===== src/rtl/mem_port_arb.sv =====
// Purpose : round-robin arbiter sharing one single-port memory (comb read, clocked write) among NREQ requesters.
// Latency : grant and memory drive are combinational; read data registered, rvalid one cycle after the grant.
// Backpress: an ungranted requester holds its request; a locked owner blocks every other requester.
// Optional : define ARB_PERF_CNT_EN to build per-requester saturating 16-bit grant counters.
module mem_port_arb #(
   parameter  int W     = 9,
   parameter  int DEPTH = 512,
   parameter  int NREQ  = 2,
   localparam int AW    = $clog2(DEPTH),
   localparam int PW    = (NREQ > 1) ? $clog2(NREQ) : 1
) (
   input  logic                 clk_i,
   input  logic                 rst_ni,
   input  logic [NREQ-1:0]      req_i,
   input  logic [NREQ-1:0]      we_i,
   input  logic [NREQ-1:0]      lock_i,
   input  logic [NREQ*AW-1:0]   addr_i,
   input  logic [NREQ*W-1:0]    wdata_i,
   output logic [NREQ-1:0]      gnt_o,
   output logic [NREQ-1:0]      rvalid_o,
   output logic [W-1:0]         rdata_o,
   output logic                 mem_we_o,
   output logic [AW-1:0]        mem_raddr_o,
   output logic [AW-1:0]        mem_waddr_o,
   output logic [W-1:0]         mem_wdata_o,
   input  logic [W-1:0]         mem_rdata_i,
   output logic [NREQ*16-1:0]   gnt_cnt_o
);

   typedef enum logic {
      ST_ARB   = 1'b0,
      ST_OWNED = 1'b1
   } state_e;

   state_e          state_q, state_d;
   logic [PW-1:0]   ptr_q, ptr_d;
   logic [PW-1:0]   owner_q, owner_d;
   logic [PW-1:0]   sel, cand;
   logic            found;
   logic            act;
   logic            rd_pend_q, rd_pend_d;
   logic [PW-1:0]   rd_id_q, rd_id_d;
   logic [W-1:0]    rdata_q, rdata_d;

   logic [AW-1:0]   addr_a  [NREQ];
   logic [W-1:0]    wdata_a [NREQ];

   // Unpack the flattened per-requester buses.
   for (genvar g = 0; g < NREQ; g++) begin : g_unpack
      assign addr_a[g]  = addr_i[g*AW +: AW];
      assign wdata_a[g] = wdata_i[g*W +: W];
   end

   function automatic logic [PW-1:0] inc_mod(input logic [PW-1:0] x);
      return PW'((int'(x) + 1) % NREQ);
   endfunction

   // Arbitration: round-robin search from ptr when free, owner-only service when locked.
   always_comb begin
      state_d = state_q;
      ptr_d   = ptr_q;
      owner_d = owner_q;
      found   = 1'b0;
      sel     = '0;
      cand    = '0;
      case (state_q)
         ST_ARB: begin
            for (int k = 0; k < NREQ; k++) begin
               cand = PW'((int'(ptr_q) + k) % NREQ);
               if (!found && req_i[cand]) begin
                  found = 1'b1;
                  sel   = cand;
               end
            end
            if (found) begin
               if (lock_i[sel]) begin
                  state_d = ST_OWNED;
                  owner_d = sel;
               end else begin
                  ptr_d = inc_mod(sel);
               end
            end
         end
         ST_OWNED: begin
            sel = owner_q;
            if (req_i[owner_q]) begin
               found = 1'b1;
               // Last access of the burst: hand priority to the next requester.
               if (!lock_i[owner_q]) begin
                  state_d = ST_ARB;
                  ptr_d   = inc_mod(owner_q);
               end
            end else begin
               // Owner walked away without an access: release, others arbitrate next cycle.
               state_d = ST_ARB;
               ptr_d   = inc_mod(owner_q);
            end
         end
         default: state_d = ST_ARB;
      endcase
   end

   // A grant is suppressed while reset is asserted so nothing reaches the memory.
   assign act = rst_ni & found;

   // Drive grant and memory port from the selected requester; idle values are all zero.
   always_comb begin
      gnt_o       = '0;
      mem_we_o    = 1'b0;
      mem_raddr_o = '0;
      mem_waddr_o = '0;
      mem_wdata_o = '0;
      if (act) begin
         gnt_o[sel]  = 1'b1;
         mem_we_o    = we_i[sel];
         mem_raddr_o = addr_a[sel];
         mem_waddr_o = addr_a[sel];
         mem_wdata_o = wdata_a[sel];
      end
   end

   // Capture read data for a granted read; remember who gets the response.
   always_comb begin
      rd_pend_d = act & ~we_i[sel];
      rd_id_d   = sel;
      rdata_d   = rdata_q;
      if (rd_pend_d) begin
         rdata_d = mem_rdata_i;
      end
   end

   // Arbitration and read-response state.
   always_ff @(posedge clk_i or negedge rst_ni) begin
      if (!rst_ni) begin
         state_q   <= ST_ARB;
         ptr_q     <= '0;
         owner_q   <= '0;
         rd_pend_q <= 1'b0;
         rd_id_q   <= '0;
         rdata_q   <= '0;
      end else begin
         state_q   <= state_d;
         ptr_q     <= ptr_d;
         owner_q   <= owner_d;
         rd_pend_q <= rd_pend_d;
         rd_id_q   <= rd_id_d;
         rdata_q   <= rdata_d;
      end
   end

   // One-cycle read-valid pulse routed to the requester that issued the read.
   always_comb begin
      rvalid_o = '0;
      if (rd_pend_q) begin
         rvalid_o[rd_id_q] = 1'b1;
      end
   end

   assign rdata_o = rdata_q;

`ifdef ARB_PERF_CNT_EN
   logic [15:0] cnt_q [NREQ];
   logic [15:0] cnt_d [NREQ];

   // Saturating count of completed transfers per requester.
   always_comb begin
      for (int i = 0; i < NREQ; i++) begin
         cnt_d[i] = cnt_q[i];
         if (req_i[i] && gnt_o[i] && (cnt_q[i] != 16'hFFFF)) begin
            cnt_d[i] = cnt_q[i] + 16'd1;
         end
      end
   end

   // Counter registers.
   always_ff @(posedge clk_i or negedge rst_ni) begin
      if (!rst_ni) begin
         for (int i = 0; i < NREQ; i++) begin
            cnt_q[i] <= '0;
         end
      end else begin
         for (int i = 0; i < NREQ; i++) begin
            cnt_q[i] <= cnt_d[i];
         end
      end
   end

   for (genvar g = 0; g < NREQ; g++) begin : g_cnt_out
      assign gnt_cnt_o[g*16 +: 16] = cnt_q[g];
   end
`else
   assign gnt_cnt_o = '0;
`endif

endmodule


===== config.mk =====
export PLATFORM = sky130hd
export DESIGN_NAME = mem_port_arb
export DESIGN_NICKNAME = d
export VERILOG_FILES = /design/src/rtl/mem_port_arb.sv
export SDC_FILE = /design/constraint.sdc
export NUM_CORES = 1
export LEC_CHECK = 0
export CORE_ASPECT_RATIO = 1.4
export CORE_MARGIN = 5
export CORE_UTILIZATION = 31
export DETAILED_ROUTE_END_ITERATION = 10
export PLACE_DENSITY_LB_ADDON = 0.3
export SLEW_MARGIN = 40
export SYNTH_ARGS = -nofsm -noshare
export SYNTH_HDL_FRONTEND = slang
export SYNTH_SLANG_ARGS = --single-unit

===== constraint.sdc =====
create_clock -name clk_i -period 2.65 [get_ports clk_i]
set_input_delay 0.265 -clock clk_i [delete_from_list [all_inputs] [get_ports clk_i]]
set_output_delay 0.265 -clock clk_i [all_outputs]
set_load 0.02 [all_outputs]

==> impl_table.tex, run 1 <==
\begin{tabular}{lr}
\hline
Metric & Value \\
\hline
\multicolumn{2}{l}{\textbf{Floorplan}} \\
Total Die Area & 5250 um2 \\
\# rows & 26 \\
Overall die width & 62.7 um \\
Die Ht & 83.8 um \\
Starting utilization of the core area & 32.5\% \\
Core Footprint & 3710 um2 \\
IO Count & 126 \\
\multicolumn{2}{l}{\textbf{Route}} \\
Met2 WL & 1740 um \\
Count of vias placed by the detailed router & 1135 \\
Count of TritonRoute iterations in the first routing pass & 4 \\
Highest routing layer actually used & met4 \\
Routed wire length on met3 & 700 um \\
Antenna viol nets, final & 0 \\
Post-route DRC violation count & 0 \\
Avg WL per Cell & 14.9 um \\
Drt total wl & 3730 um \\
Number of DRC markers after the initial detailed-route iteration & 22 \\
WL met1 & 1230 um \\
Vias/cell & 4.52 \\
\multicolumn{2}{l}{\textbf{Timing}} \\
Post-route setup TNS & 0 ps \\
Worst Hold Slack & 443 ps \\
Setup violations, final & 0 \\
Max Clk Rate & 395 MHz \\
Count of endpoints failing hold in the final timing report & 0 \\
Final clock period utilization by the worst path & 95.6\% \\
Post-layout minimum cycle time & 2530 ps \\
Final Skew & 0.548 ps \\
Pins Over Slew Limit & 0 \\
Setup repair after global routing missed its margin & no \\
\multicolumn{2}{l}{\textbf{Clocking}} \\
Total number of clock tree sinks & 14 \\
Clock latency of the later-clocked register in the worst-skew pair & 240 ps \\
CTS tree & done \\
Clk Tree Root Cell & sky130\_fd\_sc\_hd\_\_clkbuf\_8 \\
Maximum level of the CTS H-tree & 1 \\
Post-CTS setup-driven buffer insertion count & 0 \\
TritonCTS buffer count & 3 \\
Post-CTS clock slew at the launch and capture registers of the worst setup and hold paths & 50 ps \\
Number of buffers inserted for hold repair after clock tree synthesis & 0 \\
CTS Buffer Depth & 2 \\
\multicolumn{2}{l}{\textbf{Pwr}} \\
Power Density & 719 nW/um2 \\
Net switching share of the total power & 38.5\% \\
Part of the total power dissipated in combinational logic & 60.9\% \\
Clock power share & 13.6\% \\
P\_sw & 0.575 mW \\
Internal Dissipation & 0.919 mW \\
Worst IR drop on VDD & 0.555 mV \\
Reg power frac & 25.5\% \\
Lkg Pwr & 0.987 nW \\
\multicolumn{2}{l}{\textbf{Worst setup path}} \\
Launching element type of the critical path & input pin \\
CP Capture Type & output pin \\
Worst R2R End & rdata\_o[1] \\
Signal arrival time at the worst endpoint & 2270 ps \\
RR Startpoint & state\_q \\
Critical Setup Path Class & in2out \\
Cell repeated most along the worst path & sky130\_fd\_sc\_hd\_\_clkdlybuf4s50\_1 \\
Number of cells traversed by the worst register-to-register path & 4 \\
Total buffers and inverters traversed by the critical path & 3 \\
Worst path max stage delay & 630 ps \\
R2R setup slack & 890 ps \\
Largest fanout on the critical path & 19 \\
Master of the slowest instance on the critical path & sky130\_fd\_sc\_hd\_\_clkdlybuf4s50\_1 \\
Levels on crit path & 6 \\
First element of the critical path & req\_i[0] \\
Endpoint of the most critical setup path & mem\_waddr\_o[2] \\
Cell chain of the critical path & clkdlybuf4s50\_1 -> a21boi\_1 -> o211a\_1 -> buf\_12 -> a22o\_1 -> clkdlybuf4s50\_1 \\
Cell family contributing the most delay on the critical path & buffers and inverters \\
Crit path required time & 2380 ps \\
\multicolumn{2}{l}{\textbf{Yosys}} \\
Post-Synthesis Mean Instance Area & 9.64 um2 \\
Seq/Total Area, Yosys & 29.1\% \\
Number of cells produced by synthesis & 125 \\
Proportion of synthesized flip-flops having asynchronous set or reset & 100\% \\
Cell area after synthesis & 1200 um2 \\
Total of flip-flops plus latches after synthesis & 14 \\
Number of synthesized flops with an enable pin & 0 \\
Count of different cell masters after synthesis & 27 \\
Main flop type after synthesis & sky130\_fd\_sc\_hd\_\_dfrtp\_1 \\
Number of synthesis warnings & 0 \\
\multicolumn{2}{l}{\textbf{Job}} \\
Max Cap Viol & 0 \\
\multicolumn{2}{l}{\textbf{Layout}} \\
Final Instance Area & 2080 um2 \\
ANT cells & 0 \\
Share of final-layout standard cells stronger than drive strength 1 & 10.0\% \\
Core occupancy in the finished layout & 56.0\% \\
Total Nets Final & 263 \\
Layout Area Growth over Synthesis & 72.5\% \\
\multicolumn{2}{l}{\textbf{Global route}} \\
Initial antenna violation count & 0 \\
Via count of the first global-routing pass & 1255 \\
Grt total ovfl & 0 \\
Global-route wire length before repair & 5830 um \\
Maximum number of pins on one net before global-route repair & 20 \\
Total global routing track utilization & 13.7\% \\
\multicolumn{2}{l}{\textbf{Place}} \\
Half-perimeter wire length after placement & 3250 um \\
Final estimated routing congestion in global placement & 0.734 \\
Count of buffers inserted at the top-level ports & 93 \\
Placed standard-cell area & 2010 um2 \\
\multicolumn{2}{l}{\textbf{Worst hold path}} \\
Class of the tightest hold or removal check & in2async \\
\multicolumn{2}{l}{\textbf{Outcome}} \\
Run status & completed \\
\hline
\end{tabular}
-- worst min path at each step --
| stage | start | to | slack, ps | cells past startpoint |
|---|---|---|---|---|
| after global routing | rst_ni | rdata_o[7] | 480 | 2 |
| after CTS | rst_ni | rdata_o[7] | 440 | 2 |
| after detailed placement | rdata_o[3] | rdata_o[3] | 490 | 1 |
| after global placement | rdata_o[8] | rdata_o[8] | 490 | 1 |
| after floorplan | rst_ni | owner_q | -30 | 0 |
| final | rst_ni | owner_q | 440 | 2 |
-- cells in the mapped netlist (2+ instances only) --
master | instances | area [um2]
sky130_fd_sc_hd__inv_1 | 4 | 15.0
sky130_fd_sc_hd__a22o_1 | 19 | 166
sky130_fd_sc_hd__buf_4 | 41 | 308
sky130_fd_sc_hd__mux2_2 | 11 | 124
sky130_fd_sc_hd__nand2_1 | 6 | 22.5
sky130_fd_sc_hd__nor2b_1 | 3 | 18.8
sky130_fd_sc_hd__dfrtp_1 | 14 | 350
sky130_fd_sc_hd__buf_2 | 4 | 20.0
sky130_fd_sc_hd__a21boi_0 | 2 | 15.0
sky130_fd_sc_hd__o21ai_0 | 2 | 10.0
sky130_fd_sc_hd__nand2b_1 | 3 | 18.8
-- metal layers --
metal	GRT usage (%)	up-vias
li1	-	532
met1	13.3	504
met2	22.2	93
met4	5.21	0
met5	0	-
met3	9.84	6
-- final cells by class --
class / count / area [um2]
fillers: 348 / 1630
multi-input cells: 91 / 612
well taps: 42 / 52.6
inverters: 4 / 15.0
clock buffers: 4 / 55.1
repair buffers: 96 / 993
flip-flops and latches: 14 / 350
-- per-stage QoR --
stage                     total power [mW]  instances  worst slack (ps)
after detailed placement              1.30        247              53.0
after floorplan                      0.931        156               644
after global routing                  1.58        251              1.11
after CTS                             1.52        251              40.5
after global placement                1.29        247               114
final                                 1.49        251               117
-- registers in the layout (all words and copies together), names as in the netlist --
signal / cells
owner_q: 1
rdata_o: 9
rd_pend_q: 1
rd_id_q: 1
state_q: 1
ptr_q: 1
-- cell usage in the layout, fill, tap and decap left out, types with 2 or more instances in the layout --
master and n:
sky130_fd_sc_hd__dfrtp_1 14, sky130_fd_sc_hd__clkdlybuf4s50_1 87, sky130_fd_sc_hd__nand2b_1 3, sky130_fd_sc_hd__inv_1 4, sky130_fd_sc_hd__o21ai_0 2, sky130_fd_sc_hd__mux2_2 11
sky130_fd_sc_hd__nor2b_1 3, sky130_fd_sc_hd__dlymetal6s2s_1 6, sky130_fd_sc_hd__buf_12 2, sky130_fd_sc_hd__conb_1 32, sky130_fd_sc_hd__nand2_1 6, sky130_fd_sc_hd__clkbuf_8 4
sky130_fd_sc_hd__a22o_1 19
-- cells by family after synthesis --
group,count (synthesis),share of synthesized area [%]
AOI/OAI and AO/OA,33,24.0
buffers and inverters,51,29.8
DFF,14,29.1
muxes,11,10.3
other,1,0.311
and+or+nand+nor,15,6.54
-- worst register-to-register path, cell delays in order (launching register included) --
cell,delay (ps)
sky130_fd_sc_hd__dfrtp_1,480
sky130_fd_sc_hd__nand2b_1,210
sky130_fd_sc_hd__o21a_1,230
sky130_fd_sc_hd__o211ai_4,340
sky130_fd_sc_hd__mux2_2,390
-- power groups by stage --
stage | clock network (mW) | logic, mW | registers (mW)
3_3_place_gp | 0 | 0.915 | 0.379
2_1_floorplan | 0 | 0.477 | 0.454
6_report | 0.203 | 0.909 | 0.382
4_1_cts | 0.213 | 0.923 | 0.382
3_5_place_dp | 0 | 0.919 | 0.385
5_1_grt | 0.221 | 0.969 | 0.393
-- repair_timing --
item	in CTS	in global routing
resized for setup	0	7
endpoints found under the hold margin	0	0
endpoints found under the setup margin	0	27
Note: power is estimated with default switching activity, not from simulation.
==> run 2: changes to the inputs <==
Settings changed: CORE_MARGIN 5 to default.
==> impl_table.tex, run 2 (synthesis gave the netlist of run 1 again) <==
\begin{tabular}{lr}
\hline
Metric & Value \\
\hline
\multicolumn{2}{l}{\textbf{Place}} \\
Count of buffers inserted at the top-level ports & 93 \\
Half-perimeter wire length after placement & 2730 um \\
Final estimated routing congestion in global placement & 0.736 \\
\multicolumn{2}{l}{\textbf{Clocking}} \\
Post-CTS setup-driven buffer insertion count & 0 \\
TritonCTS buffer count & 3 \\
Clock latency of the later-clocked register in the worst-skew pair & 240 ps \\
CTS tree & done \\
Total number of clock tree sinks & 14 \\
CTS Buffer Depth & 2 \\
Clk Tree Root Cell & sky130\_fd\_sc\_hd\_\_clkbuf\_8 \\
Post-CTS clock slew at the launch and capture registers of the worst setup and hold paths & 50 ps \\
Maximum level of the CTS H-tree & 1 \\
\multicolumn{2}{l}{\textbf{Floorplan}} \\
Total Die Area & 4140 um2 \\
IO Count & 126 \\
Die Ht & 75.8 um \\
Core Footprint & 3680 um2 \\
\# rows & 26 \\
Starting utilization of the core area & 32.8\% \\
Overall die width & 54.7 um \\
\multicolumn{2}{l}{\textbf{Layout}} \\
Total Nets Final & 265 \\
Seq. cell area & 350 um2 \\
Commonest non-fill, non-tap cell in the layout & sky130\_fd\_sc\_hd\_\_clkdlybuf4s50\_1 \\
Share of final-layout standard cells stronger than drive strength 1 & 10.9\% \\
Leading cell types in the layout, fill and taps excluded & sky130\_fd\_sc\_hd\_\_clkdlybuf4s50\_1 (93), sky130\_fd\_sc\_hd\_\_conb\_1 (32), sky130\_fd\_sc\_hd\_\_a22o\_1 (19) \\
ANT cells & 0 \\
Multi-input logic area & 612 um2 \\
Number of fill cells in the layout & 344 \\
Max reg flops & 9 \\
Layout Area Growth over Synthesis & 71.4\% \\
\multicolumn{2}{l}{\textbf{Worst hold path}} \\
Class of the tightest hold or removal check & in2async \\
\multicolumn{2}{l}{\textbf{Pwr}} \\
Power Density & 721 nW/um2 \\
Net switching share of the total power & 38.2\% \\
Internal Dissipation & 0.920 mW \\
Clock power share & 13.4\% \\
Total power & 1.49 mW \\
Worst IR drop on VDD & 0.470 mV \\
Part of the total power dissipated in combinational logic & 61.1\% \\
P\_sw & 0.569 mW \\
Reg power frac & 25.5\% \\
Lkg Pwr & 0.901 nW \\
\multicolumn{2}{l}{\textbf{Timing}} \\
Pins Over Slew Limit & 0 \\
Post-layout minimum cycle time & 2480 ps \\
Setup repair after global routing missed its margin & no \\
Setup violations, final & 0 \\
Count of endpoints failing hold in the final timing report & 0 \\
Final clock period utilization by the worst path & 93.6\% \\
Final Skew & 0.398 ps \\
Post-route setup TNS & 0 ps \\
Max Clk Rate & 403 MHz \\
\multicolumn{2}{l}{\textbf{Worst setup path}} \\
Cell repeated most along the worst path & sky130\_fd\_sc\_hd\_\_clkdlybuf4s50\_1 \\
Critical Setup Path Class & in2out \\
Crit path required time & 2380 ps \\
Levels on crit path & 7 \\
Master of the slowest instance on the critical path & sky130\_fd\_sc\_hd\_\_clkdlybuf4s50\_1 \\
Cell chain of the critical path & clkdlybuf4s50\_1 -> buf\_4 -> nand2b\_1 -> o2111a\_1 -> buf\_12 -> a22o\_1 -> clkdlybuf4s50\_1 \\
CP Capture Type & output pin \\
Worst path max stage delay & 560 ps \\
Number of cells traversed by the worst register-to-register path & 4 \\
Largest fanout on the critical path & 19 \\
Cell family contributing the most delay on the critical path & buffers and inverters \\
RR Startpoint & state\_q \\
Worst R2R End & rdata\_o[2] \\
Total buffers and inverters traversed by the critical path & 4 \\
Signal arrival time at the worst endpoint & 2220 ps \\
R2R setup slack & 890 ps \\
Launching element type of the critical path & input pin \\
\multicolumn{2}{l}{\textbf{Global route}} \\
Via count of the first global-routing pass & 1049 \\
GRT met1 Usage & 14.5\% \\
Global-route wire length before repair & 4490 um \\
Grt met2 use & 26.4\% \\
Maximum number of pins on one net before global-route repair & 20 \\
GR met3 Demand/Resource & 8.78\% \\
Total global routing track utilization & 14.9\% \\
Grt total ovfl & 0 \\
Initial antenna violation count & 0 \\
Global-route layer with the greatest usage & met2 \\
\multicolumn{2}{l}{\textbf{Route}} \\
Post-route DRC violation count & 0 \\
Number of DRC markers after the initial detailed-route iteration & 7 \\
Count of TritonRoute iterations in the first routing pass & 2 \\
Antenna viol nets, final & 0 \\
Avg WL per Cell & 12.5 um \\
Drt total wl & 3170 um \\
Count of vias placed by the detailed router & 1124 \\
Vias/cell & 4.44 \\
\multicolumn{2}{l}{\textbf{Job}} \\
Max Cap Viol & 0 \\
\multicolumn{2}{l}{\textbf{Outcome}} \\
Run status & completed \\
\hline
\end{tabular}
==> run 2: changes by cell type in the layout (fill, tap and decap cells not counted) <==
| cell | change |
|---|---|
| sky130_fd_sc_hd__buf_4 | +3 |
| sky130_fd_sc_hd__dlymetal6s2s_1 | -6 |
| sky130_fd_sc_hd__clkdlybuf4s50_1 | +6 |
| sky130_fd_sc_hd__buf_12 | -1 |
==> run 2: final cells by class <==
type | count | share of cell area (%)
Tap cell | 42 | 2.54
Multi-Input combinational cell | 91 | 29.6
Timing Repair Buffer | 98 | 47.5
Sequential cell | 14 | 17.0
Inverter | 4 | 0.727
Clock buffer | 4 | 2.67
==> run 2: timing repair <==
action,in CTS,in global routing
resized for setup,0,1
setup endpoints to repair,0,8
hold buffers,0,0
==> run 2: power by group through the flow <==
stage	registers [mW]	logic [mW]	clock network [mW]
floorplan	0.454	0.477	0
global placement	0.376	0.907	0
detailed placement	0.383	0.916	0
CTS	0.379	0.920	0.208
global route	0.397	0.982	0.221
finish	0.380	0.910	0.200
==> run 2: per-layer routing <==
layer  part of all wire (%)  vias up
li1                       -      541
met1                     34      497
met2                     50       84
met3                     16        2
met4                   0.32        0
met5                      0        -
==> run 2: worst max path at each step <==
stage	slack, ps	end	startpoint
final	170	mem_raddr_o[4]	req_i[0]
after global routing	20	mem_we_o	req_i[0]
after CTS	130	mem_raddr_o[7]	req_i[0]
after detailed placement	130	mem_raddr_o[7]	req_i[0]
after global placement	180	mem_raddr_o[4]	req_i[0]
after floorplan	640	mem_waddr_o[1]	state_q
==> run 2: through the flow <==
| stage | cell area, um2 | cells | utilization [%] | setup slack (ps) | hold WS [ps] |
|---|---|---|---|---|---|
| finish | 2070 | 253 | 56.2 | 169 | 451 |
| global route | 2070 | 253 | 56.2 | 23.4 | 480 |
| CTS | 2070 | 253 | 56.2 | 127 | 453 |
| detailed placement | 2010 | 249 | 54.7 | 133 | 492 |
| global placement | 2010 | 249 | 54.7 | 183 | 485 |
| floorplan | 1320 | 156 | - | 644 | -30.6 |
==> variant, RTL diff (flow settings as in run 1) <==
Add a define of `ARB_PERF_CNT_EN`.
--- a/src/rtl/mem_port_arb.sv
+++ b/src/rtl/mem_port_arb.sv
@@ -2,6 +2,8 @@
 // Latency : grant and memory drive are combinational; read data registered, rvalid one cycle after the grant.
 // Backpress: an ungranted requester holds its request; a locked owner blocks every other requester.
 // Optional : define ARB_PERF_CNT_EN to build per-requester saturating 16-bit grant counters.
+`define ARB_PERF_CNT_EN
+
 module mem_port_arb #(
    parameter  int W     = 9,
    parameter  int DEPTH = 512,
Check against the original RTL: not equivalent (Yosys sat finds a counterexample within 4 cycles, from zero or initial values and one cycle with rst_ni low).
==> variant against run 1 <==
Sequential cell count is 32 higher. Register-to-register slack lost 0.25 ns. Core utilization shrank 4.8 points. Wire length is 81% higher. Worst hold slack lost 0.39 ns. Setup slack worse by 0.0032 ns. Total power increased by 91%. Fmax down 0.13%. Sequential power grew to 2.7 times the old value. Area after synthesis increased by 110%. Final area rose by 91%. Count of clock-buffer cells in the layout is 1 higher. Critical path depth is the same. Critical endpoint is now mem_raddr_o[8]. Largest cell class unchanged.
==> variant: results (changes against run 1) <==
Max Fanout on Critical Path 27 (was 19); run status complete, no violations (unchanged); Clock Latency Late Sink 0.29 ns (was 0.24 ns); flip-flop count of the largest register, all copies and words added 32 (was 9); register clock-pin slew on the reported worst setup and hold paths 0.08 ns (was 0.05 ns); final weighted congestion of routability-driven global placement 0.8033 (was 0.7338); fraction of synthesized cell area in xor and xnor cells 0.09215 (was 0); top cells by instance count after synthesis dfrtp_1, a22o_1, nand2_1, nor2_1, xor2_1 (was buf_4, a22o_1, dfrtp_1); worst reg2reg setup slack 0.64 ns (was 0.89 ns); critical register-to-register path startpoint gnt_cnt_o[16] (was state_q); share of power burned in registers 0.370 (was 0.255); Num CTS Buffers 5 (was 3); combinational power 1.29 mW (was 0.909 mW); number of nets in the final layout 413 (was 263); first-pass GRT wire length 10,590 µm (was 5830 µm); final worst clock skew 0.005952 ns (was 0.0005480 ns); fraction of the yosys area taken by sequential cells 0.4658 (was 0.2908); compound-cell area share of the yosys netlist 0.1246 (was 0.2399); Iteration-0 DRC Markers 33 (was 22); share of synthesized area spent on multiplexers 0.07139 (was 0.1028); R2R cell count 5 (was 4); Cell Pwr Density 718.0 mW/mm² (was 718.9 mW/mm²); worst supply voltage drop on vdd 0.0004176 V (was 0.0005549 V); overall routing resource usage 0.1324 (was 0.1368); termination of the worst setup path mem_raddr_o[8] (was mem_waddr_o[2])
[variant: changes by cell type in the layout (fill, tap and decap cells not counted), moves of 10 or more]
| cell | before | now |
|---|---|---|
| nand2_1 | 6 | 18 |
| nand4_1 | 0 | 10 |
| nor2_1 | 0 | 18 |
| conb_1 | 32 | 0 |
| xnor2_1 | 0 | 12 |
| nand3_1 | 1 | 11 |
| xor2_1 | 0 | 14 |
| mux2_2 | 11 | 1 |
| dfrtp_1 | 14 | 46 |
| clkdlybuf4s50_1 | 87 | 124 |
| mux2_1 | 0 | 12 |
[variant: per-layer routing]
metal,global-route usage,vias to the layer above,share of wire
met1,0.1409,1050,0.38
met3,0.04196,9,0.074
met4,0.04329,0,0.015
met2,0.2459,87,0.53
met5,0,-,0
li1,-,1066,-
[variant: worst reg2reg max path: stages (launching register included)]
cell     delay (ns)
dfrtp_1        0.43
ha_1           0.21
nand3_1        0.16
or4_4          0.54
o21ai_4        0.22
mux2_1         0.34
[variant: worst min-delay path by stage]
stage / end / cells after the start
final: state_q / 3
after global routing: gnt_cnt_o[2] / 3
after detailed placement: owner_q / 2
after floorplan: gnt_cnt_o[0] / 0
after CTS: gnt_cnt_o[5] / 3
after global placement: state_q / 2
[variant: metrics by stage]
stage | setup WS (ns) | std cells
floorplan | 0.5501 | 233
global placement | 0.1930 | 450
detailed placement | 0.1101 | 450
CTS | 0.1067 | 459
global route | 0.02489 | 459
finish | 0.1133 | 459
[variant: layout make-up]
cell class / count / area, µm²
Fill cell: 717 / 3780
Tap cell: 100 / 125.1
Inverter: 9 / 33.78
Sequential cell: 46 / 1151
Timing Repair Buffer: 133 / 1364
Multi-Input combinational cell: 163 / 1187
Clock buffer: 5 / 68.82
Clock inverter: 3 / 40.04
